## config.mk

```make
export PLATFORM = sky130hd
export DESIGN_NAME = itrx_aib_phy_tx_ser
export DESIGN_NICKNAME = d
export VERILOG_FILES = /design/src/rtl/itrx_aib_phy_tx_ser_pkg.sv /design/src/rtl/itrx_aib_phy_tx_fifo.sv /design/src/rtl/itrx_aib_phy_tx_ser.sv
export SDC_FILE = /design/constraint.sdc
export NUM_CORES = 1
export LEC_CHECK = 0
export ABC_AREA = 1
export CORE_AREA = 2 2 71 73
export CTS_CLUSTER_SIZE = 40
export DETAILED_ROUTE_END_ITERATION = 8
export DIE_AREA = 0 0 73 75
export GPL_ROUTABILITY_DRIVEN = 0
export GPL_TIMING_DRIVEN = 0
export HOLD_SLACK_MARGIN = 0.12
export PLACE_DENSITY_LB_ADDON = 0.2
export SETUP_SLACK_MARGIN = 0.2
export SLEW_MARGIN = 20
export SYNTH_ARGS = -nofsm -noshare
export SYNTH_HDL_FRONTEND = slang
export SYNTH_SLANG_ARGS = --single-unit
```

## constraint.sdc

```tcl
create_clock -name clk -period 2.1 [get_ports clk]
set_clock_uncertainty 0.15 [all_clocks]
set_input_delay 0.42 -clock clk [delete_from_list [all_inputs] [get_ports clk]]
set_output_delay 0.42 -clock clk [all_outputs]
set_load 0.005 [all_outputs]
```

## src/rtl/itrx_aib_phy_tx_ser_pkg.sv

```systemverilog
// Shared definitions for the AIB PHY transmit serializer: state encoding,
// default geometry and the pair-counter width helper.
package itrx_aib_phy_tx_ser_pkg;

  localparam int DWIDTH_DEF = 8;
  localparam int DEPTH_DEF  = 4;

  typedef enum logic {
    ST_IDLE  = 1'b0,
    ST_SHIFT = 1'b1
  } tx_state_e;

  // Pair counter needs at least one bit even when a word is a single pair.
  function automatic int pair_cnt_w(input int dwidth);
    return ((dwidth / 2) > 1) ? $clog2(dwidth / 2) : 1;
  endfunction

endpackage

```

## src/rtl/itrx_aib_phy_tx_fifo.sv

```systemverilog
// Synchronous word FIFO with wrapping pointers; callers guarantee that a
// push never hits a full FIFO and a pop never hits an empty one.
module itrx_aib_phy_tx_fifo
  import itrx_aib_phy_tx_ser_pkg::*;
#(
  parameter  int DWIDTH = DWIDTH_DEF,
  parameter  int DEPTH  = DEPTH_DEF,
  localparam int AW     = $clog2(DEPTH),
  localparam int LW     = $clog2(DEPTH) + 1
) (
  input  logic              clk,
  input  logic              rstn,
  input  logic              push,
  input  logic              pop,
  input  logic [DWIDTH-1:0] wdata,
  output logic [DWIDTH-1:0] rdata,
  output logic              full,
  output logic              empty,
  output logic [LW-1:0]     level
);

  logic [DWIDTH-1:0] mem_r [DEPTH];
  logic [AW-1:0]     wptr_r;
  logic [AW-1:0]     rptr_r;

  // Storage array; contents need no reset because level gates every read.
  always_ff @(posedge clk) begin
    if (push) begin
      mem_r[wptr_r] <= wdata;
    end
  end

  // Pointers and occupancy; power-of-two depth lets pointers wrap naturally.
  always_ff @(posedge clk) begin
    if (!rstn) begin
      wptr_r <= '0;
      rptr_r <= '0;
      level  <= '0;
    end else begin
      if (push) begin
        wptr_r <= wptr_r + AW'(1);
      end
      if (pop) begin
        rptr_r <= rptr_r + AW'(1);
      end
      case ({push, pop})
        2'b10:   level <= level + LW'(1);
        2'b01:   level <= level - LW'(1);
        default: level <= level;
      endcase
    end
  end

  assign rdata = mem_r[rptr_r];
  assign full  = (level == LW'(DEPTH));
  assign empty = (level == LW'(0));

endmodule

```

## src/rtl/itrx_aib_phy_tx_ser.sv

```systemverilog
// AIB PHY transmit DDR serializer: buffers adapter words and emits one
// even/odd bit pair per clock, LSB pair first.
module itrx_aib_phy_tx_ser
  import itrx_aib_phy_tx_ser_pkg::*;
#(
  parameter  int DWIDTH = DWIDTH_DEF,
  parameter  int DEPTH  = DEPTH_DEF,
  localparam int LW     = $clog2(DEPTH) + 1
) (
  input  logic              clk,
  input  logic              rstn,
  input  logic [DWIDTH-1:0] in_data,
  input  logic              in_valid,
  output logic              in_ready,
  input  logic              tx_en,
  output logic              tx_even,
  output logic              tx_odd,
  output logic              tx_vld,
  output logic              tx_sow,
  output logic [LW-1:0]     fifo_level
);

  localparam int              KW     = pair_cnt_w(DWIDTH);
  localparam logic [KW-1:0]   K_LAST = KW'(DWIDTH / 2 - 1);

  logic              full_s;
  logic              empty_s;
  logic              push_s;
  logic              pop_s;
  logic              at_bound_s;
  logic [DWIDTH-1:0] rdata_s;

  tx_state_e         state_r;
  logic [KW-1:0]     k_r;
  logic [DWIDTH-1:0] sreg_r;

  assign in_ready   = rstn & ~full_s;
  assign push_s     = in_valid & in_ready;
  // A new word may only be taken while idle or while the last pair is out.
  assign at_bound_s = (state_r == ST_IDLE) | (k_r == K_LAST);
  assign pop_s      = rstn & tx_en & ~empty_s & at_bound_s;

  itrx_aib_phy_tx_fifo #(
    .DWIDTH (DWIDTH),
    .DEPTH  (DEPTH)
  ) u_fifo (
    .clk   (clk),
    .rstn  (rstn),
    .push  (push_s),
    .pop   (pop_s),
    .wdata (in_data),
    .rdata (rdata_s),
    .full  (full_s),
    .empty (empty_s),
    .level (fifo_level)
  );

  // Serializer FSM; k_r names the pair currently presented on the outputs.
  always_ff @(posedge clk) begin
    if (!rstn) begin
      state_r <= ST_IDLE;
      k_r     <= '0;
      sreg_r  <= '0;
      tx_even <= 1'b0;
      tx_odd  <= 1'b0;
      tx_vld  <= 1'b0;
      tx_sow  <= 1'b0;
    end else if (pop_s) begin
      state_r <= ST_SHIFT;
      k_r     <= '0;
      sreg_r  <= rdata_s >> 2;
      tx_even <= rdata_s[0];
      tx_odd  <= rdata_s[1];
      tx_vld  <= 1'b1;
      tx_sow  <= 1'b1;
    end else begin
      case (state_r)
        ST_SHIFT: begin
          if (k_r == K_LAST) begin
            state_r <= ST_IDLE;
            k_r     <= '0;
            tx_even <= 1'b0;
            tx_odd  <= 1'b0;
            tx_vld  <= 1'b0;
            tx_sow  <= 1'b0;
          end else begin
            k_r     <= k_r + KW'(1);
            sreg_r  <= sreg_r >> 2;
            tx_even <= sreg_r[0];
            tx_odd  <= sreg_r[1];
            tx_vld  <= 1'b1;
            tx_sow  <= 1'b0;
          end
        end
        default: begin
          state_r <= ST_IDLE;
          k_r     <= '0;
          tx_even <= 1'b0;
          tx_odd  <= 1'b0;
          tx_vld  <= 1'b0;
          tx_sow  <= 1'b0;
        end
      endcase
    end
  end

endmodule
```

==> summary.txt, run 1 <==
CTS tree: built
Max-slew headroom: 48.4%
Iter 0 DRT Violations: 127
Initial DRT Pass Iterations: 4
Least-Margin Pin Slew: 0.771 ns
gr usage total: 16.3%
Multi-input gate area: 756 um^2
GRT overflow: 0
Final Non-Filler Cells: 319
sequential fraction of the synthesis area: 60.2%
max-cap viol count: 0
IR drop worst, VDD: 0.615 mV
status: complete, no violations
final antenna diode count: 0
initial core utilization: 49.3%
clk root buf: clkbuf_8
CP max FO: 5
hold path startpoint: k_r[0]
RSZ-0062 raised after global routing: yes
Worst Path Required: 1.53 ns
Setup WS post-layout: 0.157 ns
Yosys Warn Count: 0
data arrival time of the critical path: 1.37 ns
Post-Synthesis Cells: 230
clock sink total: 53
pins over their slew limit: 0
Detailed Place HPWL: 2610 um
Compound-Gate Fraction of Synth Area: 6.27%
setup violators final: 0
startpoint types: flip-flop
CTS Hold Buffers Added: 0
die width: 73 um
final worst path period share: 92.5%
I/O pin count: 20
worst r2r src: k_r[0]
setup slack at placement: -0.452 ns
Bufs on Longest Clock Path: 2
crit path launch: u_fifo.level[0]
Placed Cells: 303
commonest non-fill, non-tap cell in the layout: nand2_1
Hold Crit Class: reg -> reg
final net count: 283
DR vias: 1512
first-pass GRT wire length: 6480 um
multiplexer area fraction after synthesis: 0%
f_max: 515 MHz
clk slew on worst S/H paths: 0.10 ns
Routed Antenna Nets: 0
WHS: 0.282 ns
final WL: 3930 um
FF+latch count, synth: 53
power per cell area: 785 nW/um^2
core box area: 4660 um^2
die area: 5480 um^2
die height: 75 um
largest net degree at the start of global routing: 17
vias per inst: 4.74
endpoints failing hold: 0
synthesized area per cell: 9.98 um^2
XOR/XNOR Fraction of Synth Area: 0.381%
most frequent cells in the layout: 46 x nand2_1, 32 x edfxtp_1, 31 x inv_1
post-layout util: 59.8%
Synthesized Nets: 249
clock latency on the worst-skew pair: 0.31 ns
Reg area: 1390 um^2
Pleak: 1.15 nW
# fillers: 380
# DRC: 0
Crit. End Element: output port
share of cells above drive strength 1: 20.8%
row count: 25
Final min period: 1.94 ns
crit path kind: reg -> out
Mapped Area: 2300 um^2
port bufs: 19
initial antenna violation count: 0
Synth Area in Simple Gates: 19.9%
main combinational cell family by area after synthesis: simple AND/OR/NAND/NOR gates
post-synthesis cell type count: 27
H-tree Lvls: 2
Adder-Cell Fraction of Synth Area: 4.14%
vias in the first global route: 1427
Num CTS Buffers: 5
Layout area overhead: 21.4%
mean routed wirelength per cell: 12.3 um
==> final cells by class <==
class,instances,area share (%)
Sequential cell,53,49.8
Multi-Input combinational cell,134,27.1
Timing Repair Buffer,27,8.76
Inverter,38,5.57
Clock buffer,6,2.96
Tap cell,54,2.42
Buffer,5,2.11
Clock inverter,2,1.30
==> path summary, 6_finish.rpt <==
check | cells after the start | to | slack, ns
worst max-delay path | 3 | in_ready | 0.16
worst min-delay path | 1 | k_r[0] | 0.28
worst max register to register | 13 | u_fifo.level[2] | 0.18
worst min register to register | 1 | k_r[0] | 0.28
==> critical path, stage by stage (launching register included) <==
cell and delay, ns:
dfxtp_2 0.39, nor2_4 0.06, a21oi_1 0.11, clkdlybuf4s50_1 0.51
==> logic make-up after synthesis <==
| family | count (synthesis) |
|---|---|
| and+or+nand+nor | 98 |
| AOI/OAI and AO/OA | 28 |
| buffers and inverters | 43 |
| xor gates and xnor gates | 1 |
| DFF | 53 |
| adders and majority gates | 7 |
==> flip-flops by register name (all words and copies together), names as in the netlist, named ones only <==
signal / cells
state_r: 1
u_fifo.rptr_r: 2
sreg_r: 6
u_fifo.level: 3
tx_sow: 1
tx_odd: 1
k_r: 2
u_fifo.mem_r: 32
tx_even: 1
u_fifo.wptr_r: 2
==> routing by layer <==
metal	GRT usage, %	share of wire, %
met1	20.8	47
met2	26.0	46
met3	4.82	3.6
met4	7.20	2.7
met5	0	0
==> synth_stat cells <==
library cell / n / area share, %
a21oi_1: 13 / 2.8
a21oi_2: 1 / 0.38
buf_12: 1 / 0.87
buf_2: 1 / 0.22
buf_4: 1 / 0.33
buf_6: 1 / 0.49
buf_8: 1 / 0.65
dfxtp_1: 21 / 18
edfxtp_1: 32 / 42
fa_1: 1 / 0.87
ha_1: 6 / 3.3
inv_1: 33 / 5.4
inv_2: 3 / 0.49
inv_4: 1 / 0.27
inv_6: 1 / 0.38
nand2_1: 46 / 7.5
nand2_2: 5 / 1.4
nand2_4: 2 / 0.98
nand3_1: 15 / 3.3
nand3_2: 2 / 0.87
nand3_4: 1 / 0.76
nor2_1: 22 / 3.6
nor2_2: 4 / 1.1
nor2_4: 1 / 0.49
o21ai_0: 3 / 0.65
o21ai_1: 11 / 2.4
xor2_1: 1 / 0.38
==> power breakdown <==
part           internal (mW)  total (mW)  leakage (nW)  switching, mW
Sequential              1.15        1.17         0.463         0.0250
Clock                  0.389       0.717        0.0617          0.328
Combinational          0.136       0.301         0.626          0.165
Total                   1.67        2.19          1.15          0.518
==> metrics by stage <==
stage	area [um^2]	power [mW]	TNS [ns]
3_5_place_dp	2590	1.47	-10.02
6_report	2790	2.19	0
4_1_cts	2740	2.20	0
2_1_floorplan	2330	1.37	0
5_1_grt	2790	2.29	0
3_3_place_gp	2590	1.47	-10.27
==> what timing repair did <==
action / in CTS / in global routing
endpoints found under the setup margin: 35 / 35
buffers inserted: 3 / 5
gates resized for setup: 9 / 5
pin swaps: 5 / 4
Note: power is estimated with default switching activity, not from simulation.
==> run 2: changes to the inputs <==
--- a/config.mk
+++ b/config.mk
@@ -6,10 +6,10 @@
 export NUM_CORES = 1
 export LEC_CHECK = 0
 export ABC_AREA = 1
-export CORE_AREA = 2 2 71 73
+export CORE_AREA = 2 2 69 71
 export CTS_CLUSTER_SIZE = 40
 export DETAILED_ROUTE_END_ITERATION = 8
-export DIE_AREA = 0 0 73 75
+export DIE_AREA = 0 0 71 73
 export GPL_ROUTABILITY_DRIVEN = 0
 export GPL_TIMING_DRIVEN = 0
 export HOLD_SLACK_MARGIN = 0.12
@@ -18,4 +18,5 @@
 export SLEW_MARGIN = 20
 export SYNTH_ARGS = -nofsm -noshare
 export SYNTH_HDL_FRONTEND = slang
+export SYNTH_HIERARCHICAL = 1
 export SYNTH_SLANG_ARGS = --single-unit
==> run 2 against run 1 <==
  * Count of clock-buffer cells in the layout stayed put
  * First-iteration DRC count fell by 41%
  * Synthesized cell count shrank 13%
  * Sequential share of layout area is 2.8 points higher
  * Clock power decreased by 25%
  * Largest cell class unchanged
  * Largest power group unchanged
==> summary.txt, run 2 <==
Routed Antenna Nets: 0
Pleak: 1.07 nW
synthesized area per cell: 10.8 um^2
row count: 25
main flop type after synthesis: edfxtp_1
Post-Synthesis Cells: 201
port bufs: 19
worst hold endpoint: u_fifo/level[2]
commonest non-fill, non-tap cell in the layout: edfxtp_1
Logic pwr share: 14.3%
GRT overflow: 0
mean routed wirelength per cell: 13.5 um
vias per inst: 4.98
# DRC: 0
initial core utilization: 47.8%
clk slew on worst S/H paths: 0.09 ns
vias in the first global route: 1331
Final TNS setup: 0 ns
post-synthesis cell type count: 23
worst r2r src: u_fifo/level[2]
initial antenna violation count: 0
biggest regs: u_fifo/mem_r (32), sreg_r (6), u_fifo/level (3)
Reg with most FFs: u_fifo/mem_r
hold depth: 3
top-count cell post-synth: edfxtp_1
final antenna diode count: 0
Detailed Place HPWL: 2680 um
I/O pin count: 20
pins over their slew limit: 0
power per cell area: 757 nW/um^2
die width: 71 um
Least-Margin Pin Slew: 0.386 ns
most frequent cells in the layout: 32 x edfxtp_1, 27 x nand2_1, 22 x nor2_1
die area: 5180 um^2
Worst R2R End: u_fifo/level[2]
Mapped Area: 2170 um^2
Iter 0 DRT Violations: 75
H-tree Lvls: 2
dpl cell area: 2480 um^2
IR drop worst, VDD: 0.402 mV
top cell type by total area after synthesis: edfxtp_1
CTS tree: built
largest net degree at the start of global routing: 16
clk root buf: clkbuf_8
final WL: 3930 um
async set-or-reset flop fraction in the synthesized netlist: 0%
max-cap viol count: 0
crit path kind: reg -> out
setup violators final: 0
RSZ-0062 raised after global routing: yes
worst r2r path cells: 13
max FFs per register: 32
Layout area overhead: 22.1%
Crit. End Element: output port
endpoints failing hold: 0
clock sink total: 53
Bufs on Longest Clock Path: 2
status: complete, no violations
most instantiated cells after synthesis: 32 x edfxtp_1, 28 x nand2_1, 24 x inv_1
switching share of power: 24.7%
hold path startpoint: rstn
Final Non-Filler Cells: 291
core box area: 4540 um^2
Final min period: 1.90 ns
Placed Cells: 274
startpoint types: flip-flop
share of cells above drive strength 1: 19.8%
Max-slew headroom: 74.2%
Worst R2R Setup Slack: 0.21 ns
gr usage total: 16.4%
final net count: 255
final worst path period share: 90.4%
sequential share of power: 58.8%
Internal: 1.51 mW
# fillers: 377
sequential fraction of the synthesis area: 63.7%
f_max: 527 MHz
die height: 73 um
Num CTS Buffers: 5
Initial DRT Pass Iterations: 4
Hold Crit Class: in -> reg
clock latency on the worst-skew pair: 0.30 ns
DR vias: 1448
first-pass GRT wire length: 6310 um
post-layout util: 58.4%
Multi-input gate area: 712 um^2
P_sw: 0.496 mW
CP max FO: 2
Worst Path Required: 1.53 ns
Clk pwr share: 26.8%
Yosys Warn Count: 6
Synth area leaders: edfxtp_1 44%, dfxtp_1 19%, nand2_1 4.8%
share of the synthesized area in the top cell type: 44.3%
Post-synth EDFFs: 32
data arrival time of the critical path: 1.33 ns
FF+latch count, synth: 53
Reg area: 1390 um^2
fin area: 2650 um^2
Synthesized Nets: 220
## run 2: stage by stage
step,total power [mW],hold slack (ns),setup slack [ns]
2_1_floorplan,1.36,0.249,0.167
6_report,2.01,0.236,0.202
3_5_place_dp,1.47,0.273,-0.662
4_1_cts,2.02,0.234,0.201
3_3_place_gp,1.46,0.267,-0.643
5_1_grt,2.11,0.240,0.112
## run 2: area by class of cell
type	count	area share [%]
timing repair buffer	28	9.78
clock buffer	6	2.74
tap	54	2.55
multi-input combinational	119	26.9
buffer	3	1.28
clock inverter	2	0.378
inverter	26	3.87
sequential	53	52.5
## run 2: power by group through the flow
| stage | logic [mW] | clock network (mW) | registers (mW) |
|---|---|---|---|
| 6_report | 0.288 | 0.538 | 1.18 |
| 5_1_grt | 0.321 | 0.600 | 1.18 |
| 4_1_cts | 0.284 | 0.552 | 1.18 |
| 3_5_place_dp | 0.262 | 0 | 1.20 |
| 3_3_place_gp | 0.258 | 0 | 1.20 |
| 2_1_floorplan | 0.165 | 0 | 1.20 |
## run 2: worst max-delay path by stage
stage | from | end | slack (ns) | cells after the start
6_report | u_fifo/level[2] | in_ready | 0.20 | 5
5_1_grt | u_fifo/level[2] | u_fifo/level[2] | 0.11 | 13
4_1_cts | k_r[0] | u_fifo/level[2] | 0.20 | 14
3_5_place_dp | rstn | u_fifo/level[2] | -0.66 | 13
3_3_place_gp | rstn | u_fifo/level[2] | -0.64 | 13
2_1_floorplan | rstn | u_fifo/level[2] | 0.17 | 12
## run 2: worst max-delay path, cell delays in order (launching register included)
cell	delay, ns
dfxtp_2	0.35
inv_2	0.05
nor3_4	0.20
buf_4	0.14
nor2_1	0.04
dlygate4sd2_1	0.25
## run 2: cells by family after synthesis
kind of cell	after synthesis	synth area share (%)
compound gates	37	9.34
fa+ha+maj	7	4.38
buf+inv	29	6.06
flops	53	63.7
simple gates	75	16.6
## run 2: timing repair
action	CTS	global route
setup endpoints to repair	38	2
setup buffers	8	1
endpoints found under the hold margin	0	0
pin swaps	5	1
hold buffers	0	0
resized for setup	16	5
## run 2: metal layers
metal / up-vias / share of wire (%) / track usage (%) / wire length (um)
met4: 0 / 1.3 / 5.03 / 51
met5: - / 0 / 0 / 0
met1: 666 / 46 / 21.4 / 1790
li1: 751 / - / - / -
met3: 6 / 3.5 / 4.28 / 137
met2: 25 / 50 / 27.0 / 1950
==> run 3: changes to the inputs <==
--- a/config.mk
+++ b/config.mk
@@ -20,3 +20,4 @@
 export SYNTH_HDL_FRONTEND = slang
 export SYNTH_HIERARCHICAL = 1
 export SYNTH_SLANG_ARGS = --single-unit
+export TNS_END_PERCENT = 20
==> run 3 against run 2 <==
  * Sequential power about the same
  * Hold slack improved by 0.00069 ns
  * Sequential cell count unchanged
  * Power decreased by 0.20%
  * Register-to-register slack about the same
  * Via count unchanged
  * Die area unchanged
  * Worst setup slack got worse by 0.0064 ns
  * Utilization decreased by 0.14 points
  * Sequential share of layout area increased by 0.12 points
  * Largest power group unchanged
==> summary.txt, run 3 (synthesis results as in run 2) <==
Least-Margin Pin Slew: 0.394 ns
commonest non-fill, non-tap cell in the layout: edfxtp_1
initial antenna violation count: 0
H-tree Lvls: 2
clock latency on the worst-skew pair: 0.30 ns
f_max: 525 MHz
data arrival time of the critical path: 2.00 ns
die width: 71 um
Final min period: 1.90 ns
startpoint types: flip-flop
final worst path period share: 90.7%
DR vias: 1448
pins over their slew limit: 0
die height: 73 um
mean routed wirelength per cell: 13.5 um
max FFs per register: 32
CTS Hold Buffers Added: 0
GRT overflow: 0
Final TNS setup: 0 ns
Internal: 1.51 mW
endpoints failing hold: 0
P_sw: 0.494 mW
biggest regs: u_fifo/mem_r (32), sreg_r (6), u_fifo/level (3)
Bufs on Longest Clock Path: 2
final WL: 3930 um
port bufs: 19
Routed Antenna Nets: 0
row count: 25
setup violators final: 0
core box area: 4540 um^2
max-cap viol count: 0
# DRC: 0
clk root buf: clkbuf_8
Setup WS post-layout: 0.195 ns
IR drop worst, VDD: 0.402 mV
vias per inst: 4.98
most frequent cells in the layout: 32 x edfxtp_1, 27 x nand2_1, 22 x nor2_1
Hold Crit Class: in -> reg
initial core utilization: 47.8%
clock sink total: 53
Crit. End Element: flip-flop
final net count: 255
Logic pwr share: 14.1%
RSZ-0062 raised after global routing: yes
first-pass GRT wire length: 6310 um
crit path kind: reg -> reg
Layout area overhead: 21.8%
CP max FO: 2
fin area: 2640 um^2
gr usage total: 16.4%
Reg with most FFs: u_fifo/mem_r
dpl cell area: 2480 um^2
Pleak: 1.06 nW
# fillers: 376
largest net degree at the start of global routing: 16
setup slack at placement: -0.662 ns
clk slew on worst S/H paths: 0.09 ns
I/O pin count: 20
Max-slew headroom: 73.7%
Detailed Place HPWL: 2680 um
vias in the first global route: 1331
post-layout util: 58.3%
Clk pwr share: 26.9%
final antenna diode count: 0
Num CTS Buffers: 5
die area: 5180 um^2
Initial DRT Pass Iterations: 4
CTS tree: built
sequential share of power: 58.9%
Iter 0 DRT Violations: 75
power per cell area: 758 nW/um^2
switching share of power: 24.7%
status: complete, no violations
share of cells above drive strength 1: 19.0%
total chip power: 2.00 mW
Worst Path Required: 2.19 ns
==> run 3: changes by cell type in the layout (fill, tap and decap cells not counted) <==
cell / previous run / this run
inv_1: 18 / 19
dlymetal6s2s_1: 1 / 0
clkdlybuf4s50_1: 15 / 16
a21oi_2: 1 / 0
inv_2: 7 / 6
a21oi_1: 6 / 7
==> run 3: worst paths after layout <==
| path | startpoint | endpoint | slack, ns | depth (start not counted) |
|---|---|---|---|---|
| worst max register to register | u_fifo/level[2] | u_fifo/level[2] | 0.20 | 13 |
| worst min-delay path | rstn | u_fifo/level[2] | 0.24 | 3 |
| worst max-delay path | u_fifo/level[2] | u_fifo/level[2] | 0.20 | 13 |
| worst min register to register | k_r[0] | k_r[0] | 0.26 | 1 |
==> run 3: repair_timing <==
item / 4_1_cts / 5_1_grt
endpoints found under the setup margin: 38 / 2
pin swaps: 5 / 1
setup buffers: 8 / 1
resized for setup: 16 / 2
==> run 3: cell type report <==
type                       instances  area, um^2  share of cell area (%)
buffer                             3        33.8                    1.28
clock buffer                       6        72.6                    2.75
clock inverter                     2        10.0                   0.379
inverter                          26         103                    3.88
multi-input combinational        119         708                    26.8
sequential                        53        1390                    52.7
tap                               54        67.6                    2.56
timing repair buffer              28         256                    9.71
==> run 3: metal layers <==
metal / vias up / GRT usage (%) / routed length (um)
met4: 0 / 5.03 / 51
met1: 673 / 21.4 / 1820
met2: 18 / 27.0 / 1950
met3: 6 / 4.28 / 106
li1: 751 / - / -
met5: - / 0 / 0
==> run 3: critical path, cell delays in order, from the launching register on <==
cell	delay, ns
dfxtp_2	0.35
inv_2	0.05
nor3_4	0.20
buf_6	0.13
nor3b_4	0.04
inv_2	0.07
ha_4	0.12
inv_1	0.06
fa_2	0.34
nand2_1	0.10
nand3_1	0.07
nand2_1	0.06
inv_1	0.03
nor2_1	0.08
==> run 3: power groups by stage <==
stage               Clock (mW)  Sequential [mW]  Combinational, mW
floorplan                    0             1.20              0.165
global placement             0             1.20              0.258
detailed placement           0             1.20              0.262
CTS                      0.552             1.18              0.284
global route             0.600             1.18              0.316
finish                   0.539             1.18              0.283
==> run 3: metrics by stage <==
step	cells	hold WS, ns
final	291	0.237
after global routing	291	0.241
after floorplan	201	0.249
after detailed placement	274	0.273
after global placement	274	0.267
after CTS	290	0.234
==> edit 1: new RTL, settings of run 1 <==
`DWIDTH_DEF`: 8 -> 12.
--- a/src/rtl/itrx_aib_phy_tx_ser_pkg.sv
+++ b/src/rtl/itrx_aib_phy_tx_ser_pkg.sv
@@ -3,5 +3,5 @@
 package itrx_aib_phy_tx_ser_pkg;
 
-  localparam int DWIDTH_DEF = 8;
+  localparam int DWIDTH_DEF = 12;
   localparam int DEPTH_DEF  = 4;
 
Ports: changed (resized in_data); port bits go from 20 to 24. No check against the original RTL was run, so the function may have changed too.
==> edit 1 against run 1 <==
- final area grew 34%
- sequential cell count grew 21
- largest power group unchanged
- global-route usage grew 8.1 points
- register-to-register slack lost 0.07 ns
- core utilization grew 20 points
- wire length grew 55%
- area after synthesis grew 35%
- setup slack lost 0.050 ns
- die area is the same
- power grew 39%
- critical endpoint is now u_fifo.level[2]
==> edit 1: results (changes against run 1) <==
| Metric | Value |
|---|---|
| Status | `completed` |
| DP Wirelength | `4080 µm (+56%)` |
| Post-synthesis sequential area ratio | `0.633 (+0.0311)` |
| GRT met1 Usage | `0.324 (+0.116)` |
| Worst hold path type | `reg2reg` |
| Global Route met3 Usage | `0.0522 (+0.00402)` |
| CTS H-Tree Depth | `3 (+1)` |
| Largest net degree at the start of global routing | `13 (-4)` |
| First-pass GRT wire length | `9720 µm (+50%)` |
| # Post-CTS Setup Buffers | `4 (+1)` |
| Post-synth EDFFs | `48 (+50%)` |
| Clk root buf | `clkbuf_8` |
| Total CTS buffers | `9 (+4)` |
| DP Area | `0.00344 mm² (+33%)` |
| Worst-path clk slew | `0.07 ns (-0.03 ns)` |
| Synth warnings | `0 (unchanged)` |
| Mapped Nets | `344 (+38%)` |
| Top flop regs | `u_fifo.mem_r (48), sreg_r (10)` |
| Met3 wire len | `322 µm (+130%)` |
| IO Port Bufs | `23 (+4)` |
| Final-layout fill cell count | `292 (-23%)` |
| Pre-CTS WS | `-0.673 ns (-0.221 ns)` |
| N_diodes | `0 (unchanged)` |
| Post-Route M1 WL | `2650 µm (+43%)` |
| Primary FF master, synth | `edfxtp_1` |
| Drt pass-1 iters | `5 (+1)` |
| Max Buffers Root-to-Sink | `2 (unchanged)` |
| Max Fanout on Critical Path | `3 (-2)` |
| Nets | `385 (+36%)` |
| Crit path DAT | `2.12 ns (+0.75 ns)` |
| Clk Latency, worst-skew pair | `0.34 ns (+0.03 ns)` |
| Placed insts | `397 (+31%)` |
| Mean post-synth cell area | `9.69 µm² (-2.9%)` |
| Worst-Margin Slew | `0.741 ns (-0.0294 ns)` |
| # clock sinks | `74 (+40%)` |
| VDD IR max | `0.811 mV (+32%)` |
| Grt met2 use | `0.392 (+0.132)` |
| WL per Instance | `14.5 µm (+18%)` |
| Initial antenna violation count | `0 (unchanged)` |
| Max layer used | `met4` |
| Yosys cell types | `23 (-15%)` |
| Number of global-route vias before repair | `2113 (+48%)` |
| Synth area leaders | `edfxtp_1 46%, dfxtp_1 17%, nand2_1 11%, inv_1 5.7%, nand3_1 3.9%` |
| Leakage | `1.61 nW (+40%)` |
| Post_cts resized | `8 (-1)` |
| Ratio of cells with drive above 1 in the final layout | `0.150 (-0.0573)` |
| GRT Total Usage | `0.245 (+0.0814)` |
| Initial DRC count | `224 (+76%)` |
| Synth cell count leaders | `88 x nand2_1, 48 x edfxtp_1, 47 x inv_1` |
| Vias | `2210 (+46%)` |
| HP Start | `k_r[0]` |
| Final cell count without fillers | `420 (+32%)` |
| Met2 wire length | `3020 µm (+66%)` |
| CP Launch Point | `k_r[1]` |
edit 1: changes by cell type in the layout (fill, tap and decap cells not counted), sizes merged, moves of 3 or more:
cell and delta:
inv +13, dfxtp +5, clkdlybuf4s50 +3, nand3 +8, edfxtp +16, clkbuf +8
nand2 +37
edit 1: critical path, stage by stage, from the launching register on:
cell and delay [ns]:
dfxtp_2 0.33, inv_2 0.06, ha_4 0.13, nand2_4 0.04, nand2_4 0.07, nand3_4 0.08
inv_2 0.06, buf_6 0.10, ha_4 0.13, inv_4 0.04, fa_2 0.35, a21oi_2 0.12
o21ai_1 0.09, nand2_1 0.06, nand2_1 0.04, nor2_1 0.08
edit 1: power by group:
| group | switching, mW | internal [mW] | total, mW |
|---|---|---|---|
| registers | 0.0312 | 1.61 | 1.64 |
| logic | 0.210 | 0.149 | 0.359 |
| clock network | 0.490 | 0.563 | 1.05 |
| total | 0.732 | 2.32 | 3.05 |
edit 1: layout make-up:
class                   count  area, µm²  share of cell area
flip-flops and latches     74       1970               0.529
multi-input cells         186        960               0.258
repair buffers             30        283              0.0759
inverters                  51        194              0.0521
clock buffers              14        184              0.0494
well taps                  54       67.6              0.0181
plain buffers               9       57.6              0.0155
clock inverters             2       10.0             0.00269
edit 1: cell families (layout without fill, tap and decap cells):
logic type      after synthesis  after routing  synth area share
compound gates               31             31            0.0508
simple gates                145            145             0.196
fa+ha+maj                     8              8            0.0347
flops                        74             74             0.633
xor+xnor                      2              2           0.00565
buf+inv                      60            106            0.0803
edit 1: path summary, 6_finish.rpt:
path	slack, ns	cells after the start	endpoint
min reg2reg	0.30	1	k_r[0]
max reg2reg	0.11	15	u_fifo.level[2]
min	0.30	1	k_r[0]
max	0.11	15	u_fifo.level[2]
==> edit 2: new RTL, flow settings as in run 1 <==
Made on the original files. Register the output `fifo_level`, cleared by the reset; this adds one clock of latency there. The other outputs are not delayed to match.
--- a/src/rtl/itrx_aib_phy_tx_ser.sv
+++ b/src/rtl/itrx_aib_phy_tx_ser.sv
@@ -23,4 +23,6 @@
   localparam int              KW     = pair_cnt_w(DWIDTH);
   localparam logic [KW-1:0]   K_LAST = KW'(DWIDTH / 2 - 1);
+
+  logic [LW-1:0] fifo_level_d;
 
   logic              full_s;
@@ -53,5 +55,5 @@
     .full  (full_s),
     .empty (empty_s),
-    .level (fifo_level)
+    .level (fifo_level_d)
   );
 
@@ -105,3 +107,11 @@
   end
 
+  always_ff @(posedge clk) begin
+    if (!rstn) begin
+      fifo_level <= '0;
+    end else begin
+      fifo_level <= fifo_level_d;
+    end
+  end
+
 endmodule
Formal check against the unedited RTL: not equivalent (Yosys sat finds a counterexample within 4 cycles, from zero or initial values and one cycle with rstn low).
==> edit 2 against run 1 <==
- count of clock-buffer cells in the layout grew 1
- core utilization increased by 2.2 points
- power is 3.4% higher
- final area grew 3.6%
- hold slack got worse by 0.010 ns
- critical path type is now reg2reg
- wire length grew 3.4%
- sequential cell count rose by 3
- setup slack improved by 0.029 ns
- area after synthesis grew 2.6%
- sequential share of layout area is 0.42 points higher
==> edit 2: results (changes against run 1) <==
| Metric | Value |
|---|---|
| Crit path DAT | `1.96 ns (+0.59 ns)` |
| GRT Residual Overflow | `0 (unchanged)` |
| Largest net degree at the start of global routing | `18 (+1)` |
| Met2 wire length | `1830 µm (+0.38%)` |
| DRT Wirelength | `4060 µm (+3.4%)` |
| Worst hold path type | `in2reg` |
| Synth cell count leaders | `47 x nand2_1, 39 x inv_1, 32 x edfxtp_1` |
| Mux contribution to synthesized area | `0 (unchanged)` |
| Mapped Nets | `263 (+5.6%)` |
| Max layer used | `met4` |
| Ratio of cells with drive above 1 in the final layout | `0.180 (-0.0277)` |
| Xor and xnor area share after synthesis | `0.00372 (-0.0000972)` |
| Leakage | `1.22 nW (+6.2%)` |
| Post-synthesis sequential area ratio | `0.612 (+0.0102)` |
| Final-layout fill cell count | `391 (+2.9%)` |
| Met3 wire len | `210 µm (+49%)` |
| Status | `completed` |
| Worst-path clk slew | `around 0.09 ns` |
| CP max stage cell | `fa_2` |
| Mean post-synth cell area | `9.66 µm² (-3.3%)` |
| Routed vias/inst | `4.76 (+0.34%)` |
| Vias | `1579 (+4.4%)` |
| Max Buffers Root-to-Sink | `2 (unchanged)` |
| Nets | `296 (+4.6%)` |
| VDD IR max | `0.413 mV (-33%)` |
| Initial DRC count | `119 (-6.3%)` |
| First-pass GRT wire length | `6970 µm (+7.6%)` |
| Synth Area in Compound Gates | `0.0499 (-0.0127)` |
| Clk Latency, worst-skew pair | `approximately 0.3 ns` |
| Yosys cell types | `23 (-15%)` |
| Synth area leaders | `edfxtp_1 41%, dfxtp_1 20%, nand2_1 7.5%, inv_1 6.2%, nor2_1 4.8%` |
| Post-Route M1 WL | `1970 µm (+6.4%)` |
| Max Fanout on Critical Path | `3 (-2)` |
| Slowest stage delay, CP | `0.51 ns (about the same)` |
| DP Wirelength | `2630 µm (+0.60%)` |
| Placed insts | `317 (+4.6%)` |
| CP Launch Point | `u_fifo.level[0]` |
| N_diodes | `0 (unchanged)` |
| Pre-CTS WS | `-0.746 ns (-0.293 ns)` |
| Drt pass-1 iters | `4 (unchanged)` |
| Top flop regs | `u_fifo.mem_r (32), sreg_r (6)` |
| CTS H-Tree Depth | `2 (unchanged)` |
| Number of global-route vias before repair | `1442 (+1.1%)` |
| HP Start | `rstn` |
| Crit path max-delay family | `adder cells` |
| Worst-Margin Slew | `0.757 ns (-0.0139 ns)` |
| GRT Total Usage | `0.172 (+0.00913)` |
| Synth Area in Adders | `0.0404 (-0.00106)` |
[edit 2: logic make-up after synthesis]
kind of cell,count (synthesis)
buffers and inverters,49
AND/OR/NAND/NOR,109
XOR/XNOR,1
flip-flops,56
adder cells (fa/ha/maj),7
AO/OA/AOI/OAI,22
[edit 2: worst reg2reg max path, stage by stage (launching register included)]
cell	delay, ns
dfxtp_2	0.36
nor2_4	0.06
nand2_4	0.08
nand2_8	0.05
nor2_4	0.13
buf_8	0.11
ha_4	0.11
inv_2	0.04
fa_2	0.51
nor2_1	0.04
a21oi_1	0.12
nor2_1	0.05
[edit 2: through the flow]
step	hold WS (ns)	cell area (µm²)
floorplan	0.253	2410
CTS	0.259	2870
detailed placement	0.271	2670
finish	0.272	2890
global placement	0.270	2670
global route	0.277	2890
[edit 2: repair_timing]
action	CTS	global route
endpoints found under the setup margin	36	34
gates resized for setup	14	5
pin swaps	3	2
setup buffers	6	1
[edit 2: worst paths after layout]
check                           slack, ns         endpoint  cells past startpoint
worst max-delay path                 0.19  u_fifo.level[1]                     11
worst min register to register       0.29           k_r[0]                      1
worst max register to register       0.19  u_fifo.level[1]                     11
worst min-delay path                 0.27  u_fifo.level[0]                      3
[edit 2: final cells by class]
class / count / area share
Clock inverter: 1 / 0.0104
Buffer: 6 / 0.0195
Inverter: 43 / 0.0576
Timing Repair Buffer: 26 / 0.0828
Multi-Input combinational cell: 139 / 0.271
Sequential cell: 56 / 0.502
Clock buffer: 7 / 0.0338
Tap cell: 54 / 0.0234
[edit 2: metal layers]
metal	vias to the layer above	GRT usage
li1	832	-
met5	-	0
met2	38	0.259
met3	5	0.0482
met4	0	0.0597
met1	704	0.242
[edit 2: power by group]
group / switching, mW / internal [mW]
Sequential: 0.0207 / 1.21
Clock: 0.335 / 0.429
Combinational: 0.157 / 0.116
